--- config.mk ---
export PLATFORM = sky130hd
export DESIGN_NAME = sl_fifo_tx
export DESIGN_NICKNAME = d
export VERILOG_FILES = /design/src/rtl/sl_pkg.sv /design/src/rtl/sl_bit_timer.sv /design/src/rtl/sl_fifo_tx.sv
export SDC_FILE = /design/constraint.sdc
export NUM_CORES = 1
export LEC_CHECK = 0
export CAP_MARGIN = 10
export CORE_MARGIN = 5
export CORE_UTILIZATION = 45
export DETAILED_ROUTE_END_ITERATION = 16
export DONT_BUFFER_PORTS = 1
export GPL_TIMING_DRIVEN = 0
export HOLD_SLACK_MARGIN = 0.06
export SYNTH_ARGS = -nofsm -noshare
export SYNTH_HDL_FRONTEND = slang
export SYNTH_SLANG_ARGS = --single-unit
--- constraint.sdc ---
create_clock -name clk -period 1.5 [get_ports clk]
set_input_delay 0.225 -clock clk [delete_from_list [all_inputs] [get_ports clk]]
set_output_delay 0.225 -clock clk [all_outputs]
set_load 0.1 [all_outputs]
--- src/rtl/sl_pkg.sv ---
// -----------------------------------------------------------------------------
// sl_pkg
// Shared definitions for the SL (two-wire, return-to-high) transmitter.
//   sl_state_t  : transmitter FSM state encoding (IDLE, LOAD, SEND, GAP)
//   SL_IDLE_LVL : level both SL lines rest at when no pulse is driven
//   odd_parity(): parity bit that makes the total count of ones odd
// -----------------------------------------------------------------------------
package sl_pkg;

  typedef enum logic [1:0] {
    ST_IDLE = 2'd0,
    ST_LOAD = 2'd1,
    ST_SEND = 2'd2,
    ST_GAP  = 2'd3
  } sl_state_t;

  localparam logic SL_IDLE_LVL = 1'b1;

  // Returns 1 when data holds an even number of ones, so that data plus the
  // returned bit always carries an odd number of ones. Callers zero-extend
  // their word into the 64-bit argument; zero padding leaves parity unchanged.
  function automatic logic odd_parity(input logic [63:0] data);
    return ~(^data);
  endfunction

endpackage

--- src/rtl/sl_bit_timer.sv ---
// -----------------------------------------------------------------------------
// sl_bit_timer
// Phase counter for one SL bit slot. Counts 0..BIT_PERIOD-1 while run is high
// and wraps, so consecutive slots (data slots and gap slots) follow each other
// with no dead cycle.
// Ports:
//   clk, rst_n    : clock, asynchronous active-low reset
//   clear         : force the phase back to 0 (has priority over run)
//   run           : advance the phase by one
//   pulse_active  : phase is inside the low part of the slot
//   slot_end      : phase is on the last cycle of the slot
// -----------------------------------------------------------------------------
module sl_bit_timer #(
  parameter int BIT_PERIOD  = 16,
  parameter int PULSE_WIDTH = 8
) (
  input  logic clk,
  input  logic rst_n,
  input  logic clear,
  input  logic run,
  output logic pulse_active,
  output logic slot_end
);

  localparam int PH_W = $clog2(BIT_PERIOD);

  logic [PH_W-1:0] phase_cnt;

  assign slot_end     = (phase_cnt == PH_W'(BIT_PERIOD - 1));
  assign pulse_active = (phase_cnt < PH_W'(PULSE_WIDTH));

  always_ff @(posedge clk or negedge rst_n) begin
    if (!rst_n) begin
      phase_cnt <= '0;
    end else if (clear) begin
      phase_cnt <= '0;
    end else if (run) begin
      phase_cnt <= slot_end ? '0 : phase_cnt + 1'b1;
    end
  end

endmodule

--- src/rtl/sl_fifo_tx.sv ---
// -----------------------------------------------------------------------------
// sl_fifo_tx
// Read-side consumer of the async FIFO (runs on the FIFO read clock). Pops one
// word at a time and serialises it MSB first onto the SL line pair: a '1' is a
// low pulse on sl1, a '0' is a low pulse on sl0. Each word is followed by
// GAP_BITS idle slots with both lines high.
//
// Build option: define SL_TX_PARITY_EN to append an odd-parity slot after the
// data bits. Without it only the data bits are sent; the LOAD cycle remains so
// the pop-to-first-pulse latency is the same in both builds.
//
// Handshake: fifo_rd_inc is a single-cycle pop strobe, decoded only in IDLE as
// enable & ~fifo_rd_empty. The word on fifo_rd_data is taken on the same clock
// edge the strobe is high; the following LOAD cycle never pops, which gives the
// FIFO's registered empty flag time to settle.
//
// Ports:
//   clk            : clock (FIFO rd_clk)
//   rst_n          : asynchronous active-low reset
//   enable         : allows a new word to start (looked at only in IDLE)
//   fifo_rd_data   : FIFO head word
//   fifo_rd_empty  : FIFO empty flag
//   fifo_rd_inc    : FIFO pop strobe
//   sl0, sl1       : SL lines, idle high, registered
//   busy           : high in LOAD, SEND and GAP
//   state_dbg      : current FSM state (sl_state_t encoding)
// -----------------------------------------------------------------------------
module sl_fifo_tx
  import sl_pkg::*;
#(
  parameter int DATA_SIZE   = 8,
  parameter int BIT_PERIOD  = 16,
  parameter int PULSE_WIDTH = 8,
  parameter int GAP_BITS    = 4
) (
  input  logic                 clk,
  input  logic                 rst_n,
  input  logic                 enable,
  input  logic [DATA_SIZE-1:0] fifo_rd_data,
  input  logic                 fifo_rd_empty,
  output logic                 fifo_rd_inc,
  output logic                 sl0,
  output logic                 sl1,
  output logic                 busy,
  output logic [1:0]           state_dbg
);

`ifdef SL_TX_PARITY_EN
  localparam int NBITS = DATA_SIZE + 1;
`else
  localparam int NBITS = DATA_SIZE;
`endif

  // One counter serves as bit index in SEND and as slot index in GAP.
  localparam int CNT_MAX = (NBITS > GAP_BITS) ? NBITS : GAP_BITS;
  localparam int CNT_W   = $clog2(CNT_MAX + 1);

  sl_state_t        state;
  sl_state_t        state_nxt;
  logic [NBITS-1:0] shift_q;
  logic [CNT_W-1:0] bit_cnt;
  logic             sl0_q;
  logic             sl1_q;
  logic             sl0_nxt;
  logic             sl1_nxt;
  logic             pulse_active;
  logic             slot_end;
  logic             timer_clear;
  logic             timer_run;
  logic             last_slot;
  logic             gap_done;
  logic             cur_bit;

  // rst_n gating keeps the strobe low while reset is held, even though the
  // state register already reads IDLE during reset.
  assign fifo_rd_inc = rst_n & (state == ST_IDLE) & enable & ~fifo_rd_empty;
  assign busy        = (state != ST_IDLE);
  assign state_dbg   = state;
  assign sl0         = sl0_q;
  assign sl1         = sl1_q;

  assign cur_bit     = shift_q[NBITS-1];
  assign timer_clear = (state == ST_LOAD);
  assign timer_run   = (state == ST_SEND) || (state == ST_GAP);
  assign last_slot   = slot_end && (bit_cnt == CNT_W'(NBITS - 1));
  assign gap_done    = slot_end && (bit_cnt == CNT_W'(GAP_BITS - 1));

  sl_bit_timer #(
    .BIT_PERIOD  (BIT_PERIOD),
    .PULSE_WIDTH (PULSE_WIDTH)
  ) u_timer (
    .clk          (clk),
    .rst_n        (rst_n),
    .clear        (timer_clear),
    .run          (timer_run),
    .pulse_active (pulse_active),
    .slot_end     (slot_end)
  );

  always_comb begin
    state_nxt = state;
    case (state)
      ST_IDLE: if (fifo_rd_inc) state_nxt = ST_LOAD;
      ST_LOAD: state_nxt = ST_SEND;
      ST_SEND: if (last_slot) state_nxt = ST_GAP;
      ST_GAP:  if (gap_done) state_nxt = ST_IDLE;
      default: state_nxt = ST_IDLE;
    endcase
  end

  // Line levels are computed one cycle ahead and registered, so the first
  // pulse shows up two edges after the pop edge. Only the line matching the
  // current bit can be driven low, so both lines are never low together.
  always_comb begin
    sl0_nxt = SL_IDLE_LVL;
    sl1_nxt = SL_IDLE_LVL;
    if ((state == ST_SEND) && pulse_active) begin
      if (cur_bit) sl1_nxt = ~SL_IDLE_LVL;
      else         sl0_nxt = ~SL_IDLE_LVL;
    end
  end

  always_ff @(posedge clk or negedge rst_n) begin
    if (!rst_n) begin
      state   <= ST_IDLE;
      shift_q <= '0;
      bit_cnt <= '0;
      sl0_q   <= SL_IDLE_LVL;
      sl1_q   <= SL_IDLE_LVL;
    end else begin
      state <= state_nxt;
      sl0_q <= sl0_nxt;
      sl1_q <= sl1_nxt;
      case (state)
        ST_IDLE: begin
          if (fifo_rd_inc) begin
`ifdef SL_TX_PARITY_EN
            // Data left-justified; the LSB slot is filled with parity in LOAD.
            shift_q <= {fifo_rd_data, 1'b0};
`else
            shift_q <= fifo_rd_data;
`endif
          end
        end
        ST_LOAD: begin
`ifdef SL_TX_PARITY_EN
          shift_q[0] <= odd_parity(64'(shift_q[NBITS-1:1]));
`endif
          bit_cnt <= '0;
        end
        ST_SEND: begin
          if (slot_end) begin
            shift_q <= {shift_q[NBITS-2:0], 1'b0};
            bit_cnt <= last_slot ? '0 : bit_cnt + 1'b1;
          end
        end
        ST_GAP: begin
          if (slot_end) begin
            bit_cnt <= gap_done ? '0 : bit_cnt + 1'b1;
          end
        end
        default: begin
          bit_cnt <= '0;
        end
      endcase
    end
  end

endmodule

======== Word-level counts from Yosys, hierarchy flattened ========
Index checks and enable logic that the tools add are counted.
storage, ports and cells
  register bits ........................... 20
  latch bits .............................. 0
  memory bits (writable) .................. 0
  ROM bits ................................ 0
  output and inout port bits .............. 6
  memories kept ........................... 0
cells by class
  add/sub/neg operators ................... 2
  multiply operators ...................... 0
  divide/modulo/power cells ............... 0
  $lt $le $gt $ge ......................... 1
  equal/unequal tests ..................... 11
  shifts and indexed selects .............. 0
  muxes and demuxes ....................... 19
  bitwise logic cells ..................... 4
  reduce and logical (&&, ||, !) cells .... 12
operators by type and width
  cell                                               count
  2-to-1 mux 4 bit                                   7
  2-to-1 mux 8 bit                                   2
  one-hot mux 8 bit (2 select lines)                 1
  one-hot mux 4 bit (3 select lines)                 1
  inequality test 2 bit, second input constant       5
  AND reduction 3 bit                                3
  adder 4 x 1 -> 4 bit, second input constant        2
  one-hot mux 2 bit (4 select lines)                 1
  2-to-1 mux 2 bit                                   3
  nonzero test 2 bit                                 3
  == test 2 bit, second input constant               2
  == test 4 x 2 -> 1 bit, second input constant      1
  == test 4 x 3 -> 1 bit, second input constant      1
  == test 4 bit, second input constant               1
  less-than comparator 4 bit, second input constant  1
  2-to-1 mux 1 bit                                   4
  bitwise AND 1 bit                                  3
  logical AND 1 bit                                  3
  nonzero test 3 bit                                 1
  == test 2 x 1 -> 1 bit, second input constant      1
  logical NOT 2 bit                                  1
  logical OR 1 bit                                   1
  NOT 1 bit                                          1

======== Longest topological paths before layout ========
  depth after elaboration ................. 6
  mapped depth ............................ 7

======== Hierarchy ========
Synthesis repeated with hierarchy kept, for this count alone.
second synthesis, totals
  cells, all modules ...................... 106
  area, all modules ....................... 1122.3 um^2
by module, submodules not included
  module        instances  cells an instance  area each (um^2)
  sl_fifo_tx    1          86                 913.4
  sl_bit_timer  1          20                 209.0

======== Least setup slack after synthesis ========
Ideal clock, no wire load.
  path type ............................... reg2reg
  from .................................... reg state[0] (netlist: state_dbg[0])
  to ...................................... reg shift_q[0]
  arrival time ............................ 2.395 ns
  data required time ...................... 1.379 ns
  path slack .............................. -1.015 ns
  cell stages (with the launch flop) ...... 6
  buffers on the path ..................... 0
  period minus slack after synthesis ...... 2.515 ns
  cell sequence ........................... dfrtp_1 inv_1 ha_1 nand4b_4 inv_1 a31o_1
on the way
  longest elaborated chain between the ends .. 6
RTL lines
  element                                 line               RTL
  start, declared                         sl_fifo_tx.sv:58   sl_state_t state;
  start signal, assigned                  sl_fifo_tx.sv:131  state <= state_nxt;
  logical NOT 2 bit                       sl_fifo_tx.sv:76   assign fifo_rd_inc = rst_n & (state == ST_IDLE) & enable & ~fifo_rd_empty;
  bitwise AND 1 bit (3 in series)         sl_fifo_tx.sv:76
  named net fifo_rd_inc                   sl_fifo_tx.sv:41   output logic fifo_rd_inc,
  inequality test 2 bit (no source line)  --
  AND reduction 3 bit (no source line)    --
  end signal, assigned                    sl_fifo_tx.sv:141  shift_q <= fifo_rd_data;
  end signal, assigned                    sl_fifo_tx.sv:153  shift_q <= {shift_q[NBITS-2:0], 1'b0};
  end, declared                           sl_fifo_tx.sv:60   logic [NBITS-1:0] shift_q;
The timed path passes the listed nets, and every way through them passes these cells.
A chain may end at the register's enable or synchronous reset.

======== Worst setup path in the final report ========
  from .................................... reg state[1] (netlist: state_dbg[1])
  to ...................................... out fifo_rd_inc
on the way
  longest elaborated chain between the ends .. 4
RTL lines
  element                          line
  logical NOT 2 bit                sl_fifo_tx.sv:76
  bitwise AND 1 bit (3 in series)  sl_fifo_tx.sv:76
  end, declared                    sl_fifo_tx.sv:41
Every way passes these cells.

==> results.yml <==
yosys:
  ys_types: 35
  ys_seq_area_frac: 0.431
  syn_area_um2: 1170
  synth_seq_cells: 20
  yosys-top-cells-area: "dfrtp_1, ha_1, mux2i_1"
  ys_warn_count: 0
  synth_cells: 108
  synth.avg_cell_area_um2: 10.8
  synth_top_area_frac: 0.386
  syn_nets: 127
  synth_area_leader_cell: "dfrtp_1"
cells_and_area:
  fin_area_um2: 1500
  diodes: 0
  final_cell_mix: "dfrtp_1, nor2_1, mux2i_1, nand2_1"
  seqCellArea_um2: 510
  synthToLayoutAreaGrowth_pct: 28.6
  multi_input_area_um2: 712
  final_common_cell: "dfrtp_1"
  fin_util: 0.606
  drive_above_1_share: 0.387
  nNetsFinal: 144
  n_fill_cell: 213
timing:
  drv_slew: 0
  min_period_ps: 2010
  setup_viol: 20
  layout_setup_ws_ps: -513
  tightestPinTransition_ps: 882
  post-route-period-util: 1.34
  skew_ps: 11.3
  hold_viol: 0
  max_freq_mhz: 497
  rsz0062_at_grt: "yes"
  slew_headroom: 0.410
  fin_worst_hold_slack_ps: 120
clock_tree:
  clock_path_buffers: 2
  path_clk_slew_ps: 120
  cts-root-buf: "clkbuf_4"
  cts_made_buffers: 3
  cts_tree: "yes"
  h-tree-depth: 1
  clock_latency_ps: 310
  cts.sinks: 20
placement:
  io_buffers: 0
  gp_congestion: 0.823
  place.detailed.hpwl_um: 1650
  place_area_um2: 1240
worst_setup_path:
  critPathLaunch: "state_dbg[1]"
  r2r-end: "shift_q[5]"
  rr_worst_depth: 9
  worstSetupPathType: "reg2out"
  worstSetupStartpointType: "register"
  worstPathRequired_ps: 1270
  arrival_ps: 1790
  cp-end-kind: "output pin"
  crit_end: "fifo_rd_inc"
  cp_max_fo: 7
  reg2reg_from: "state_dbg[0]"
  r2r_slack_ps: -490
floorplan:
  pin_count: 18
  start_util: 0.471
  rows: 18
  dieArea_um2: 3710
  die_y_um: 60.9
  coreArea_um2: 2480
  dieWidth_um: 60.9
power_and_ir_drop:
  sequentialPowerShare: 0.536
  p_leak_nw: 0.678
  power.share.clock: 0.437
  total_power_mw: 1.02
  peakVddDrop_uv: 693
  p_switching_mw: 0.196
  p_int_mw: 0.826
  power_density_nw_per_um2: 681
  combPwrFrac: 0.027
  switching_share: 0.191
min_path:
  hp-class: "in2reg"
outcome:
  violations: "negative setup slack"
  status: "finished, violations left"
route:
  via_count: 832
  drt-met1-wl_um: 1130
  wl_met2_um: 1160
  routed.top_layer: "met4"
  wirelength_um: 2460
  vias_per_cell: 5.40
  wl_per_cell_um: 16.0
  drt_iter0_markers: 26
  wl_met3_um: 155
  drt-pass1-iter-count: 4
  ant_nets: 0
  remaining_drc_errors: 0
global_routing:
  grt_max_degree: 21
  grt_overflow: 0
  antenna_found_initial: 0
  grt_pass1_wl_um: 3930
  grt_pass1_vias: 844
  grt_usage: 0.144
flow_run:
  max_cap_viol_count: 0
[cell type report]
cell class	count	share of cell area
multi-input combinational	81	0.474
sequential	20	0.340
timing repair buffer	13	0.0975
tap	30	0.0250
inverter	5	0.0208
clock inverter	1	0.0200
clock buffer	3	0.0150
buffer	1	0.00750
[worst min-delay path by stage]
stage / slack (ps) / end / cells after the start / start
2_1_floorplan: -70 / bit_cnt[0] / 0 / rst_n
3_3_place_gp: -70 / bit_cnt[0] / 0 / rst_n
3_5_place_dp: -70 / bit_cnt[3] / 0 / rst_n
4_1_cts: 110 / shift_q[4] / 2 / fifo_rd_data[4]
5_1_grt: 110 / shift_q[4] / 2 / fifo_rd_data[4]
6_report: 120 / shift_q[4] / 2 / fifo_rd_data[4]
[power by group through the flow]
stage | registers, mW | clock network, mW | logic [mW]
finish | 0.548 | 0.446 | 0.0276
global route | 0.549 | 0.476 | 0.0320
CTS | 0.548 | 0.460 | 0.0288
detailed placement | 0.559 | 0 | 0.0136
global placement | 0.558 | 0 | 0.0132
floorplan | 0.558 | 0 | 0.0123
[critical path, stage by stage, from the launching register on]
cell        delay [ps]
dfrtp_4            690
inv_4               70
ha_4               190
nand4b_4           100
clkinvlp_4         440
[registers in the layout (all words and copies together), names as in the netlist]
register	flops
sl1	1
bit_cnt	4
u_timer.phase_cnt	4
sl0	1
state_dbg	2
shift_q	8
[kinds of logic (layout without fill, tap and decap cells)]
| family | Yosys count | in the layout | synth area share |
|---|---|---|---|
| buffers and inverters | 7 | 23 | 0.0300 |
| and+or+nand+nor | 36 | 36 | 0.188 |
| muxes | 9 | 9 | 0.0815 |
| xor gates and xnor gates | 1 | 1 | 0.00750 |
| AOI/OAI and AO/OA | 28 | 28 | 0.188 |
| DFF | 20 | 20 | 0.431 |
| adders and majority gates | 7 | 7 | 0.0750 |
[what timing repair did]
item	CTS	global route
buffers inserted	4	6
gates resized for setup	11	20
hold buffers	2	0
endpoints found under the hold margin	21	0
gates cloned	0	1
pin swaps	4	13
setup endpoints to repair	19	22
[routing by layer]
| metal | up-vias | track usage |
|---|---|---|
| li1 | 416 | - |
| met1 | 401 | 0.185 |
| met2 | 13 | 0.227 |
| met3 | 2 | 0.0532 |
| met4 | 0 | 0.0372 |
| met5 | - | 0 |
[stage by stage]
step / cells / TNS [ps] / worst slack, ps
global route: 154 / -7640 / -587
finish: 154 / -6160 / -513
detailed placement: 138 / -4350 / -509
CTS: 148 / -6530 / -531
global placement: 138 / -4190 / -502
floorplan: 108 / -2480 / -428
[synthesized netlist by cell type (all sizes together)]
| master | n |
|---|---|
| buf | 2 |
| mux2 | 1 |
| dfrtp | 18 |
| a22oi | 2 |
| a31o | 1 |
| nor2b | 2 |
| nand3 | 2 |
| nand4b | 2 |
| nor3 | 1 |
| dfstp | 2 |
| or3 | 1 |
| nand2b | 2 |
| and2b | 1 |
| ha | 7 |
| inv | 5 |
| and4 | 1 |
| nand3b | 1 |
| nand2 | 7 |
| a32o | 1 |
| xor2 | 1 |
| a22o | 1 |
| or2 | 1 |
| o21bai | 1 |
| mux2i | 8 |
| nand4 | 1 |
| o22ai | 1 |
| a21oi | 9 |
| o21ai | 10 |
| a21o | 1 |
| nor2 | 13 |
| a31oi | 1 |
| and3 | 1 |
No activity file was read; power rests on OpenSTA's default activity.
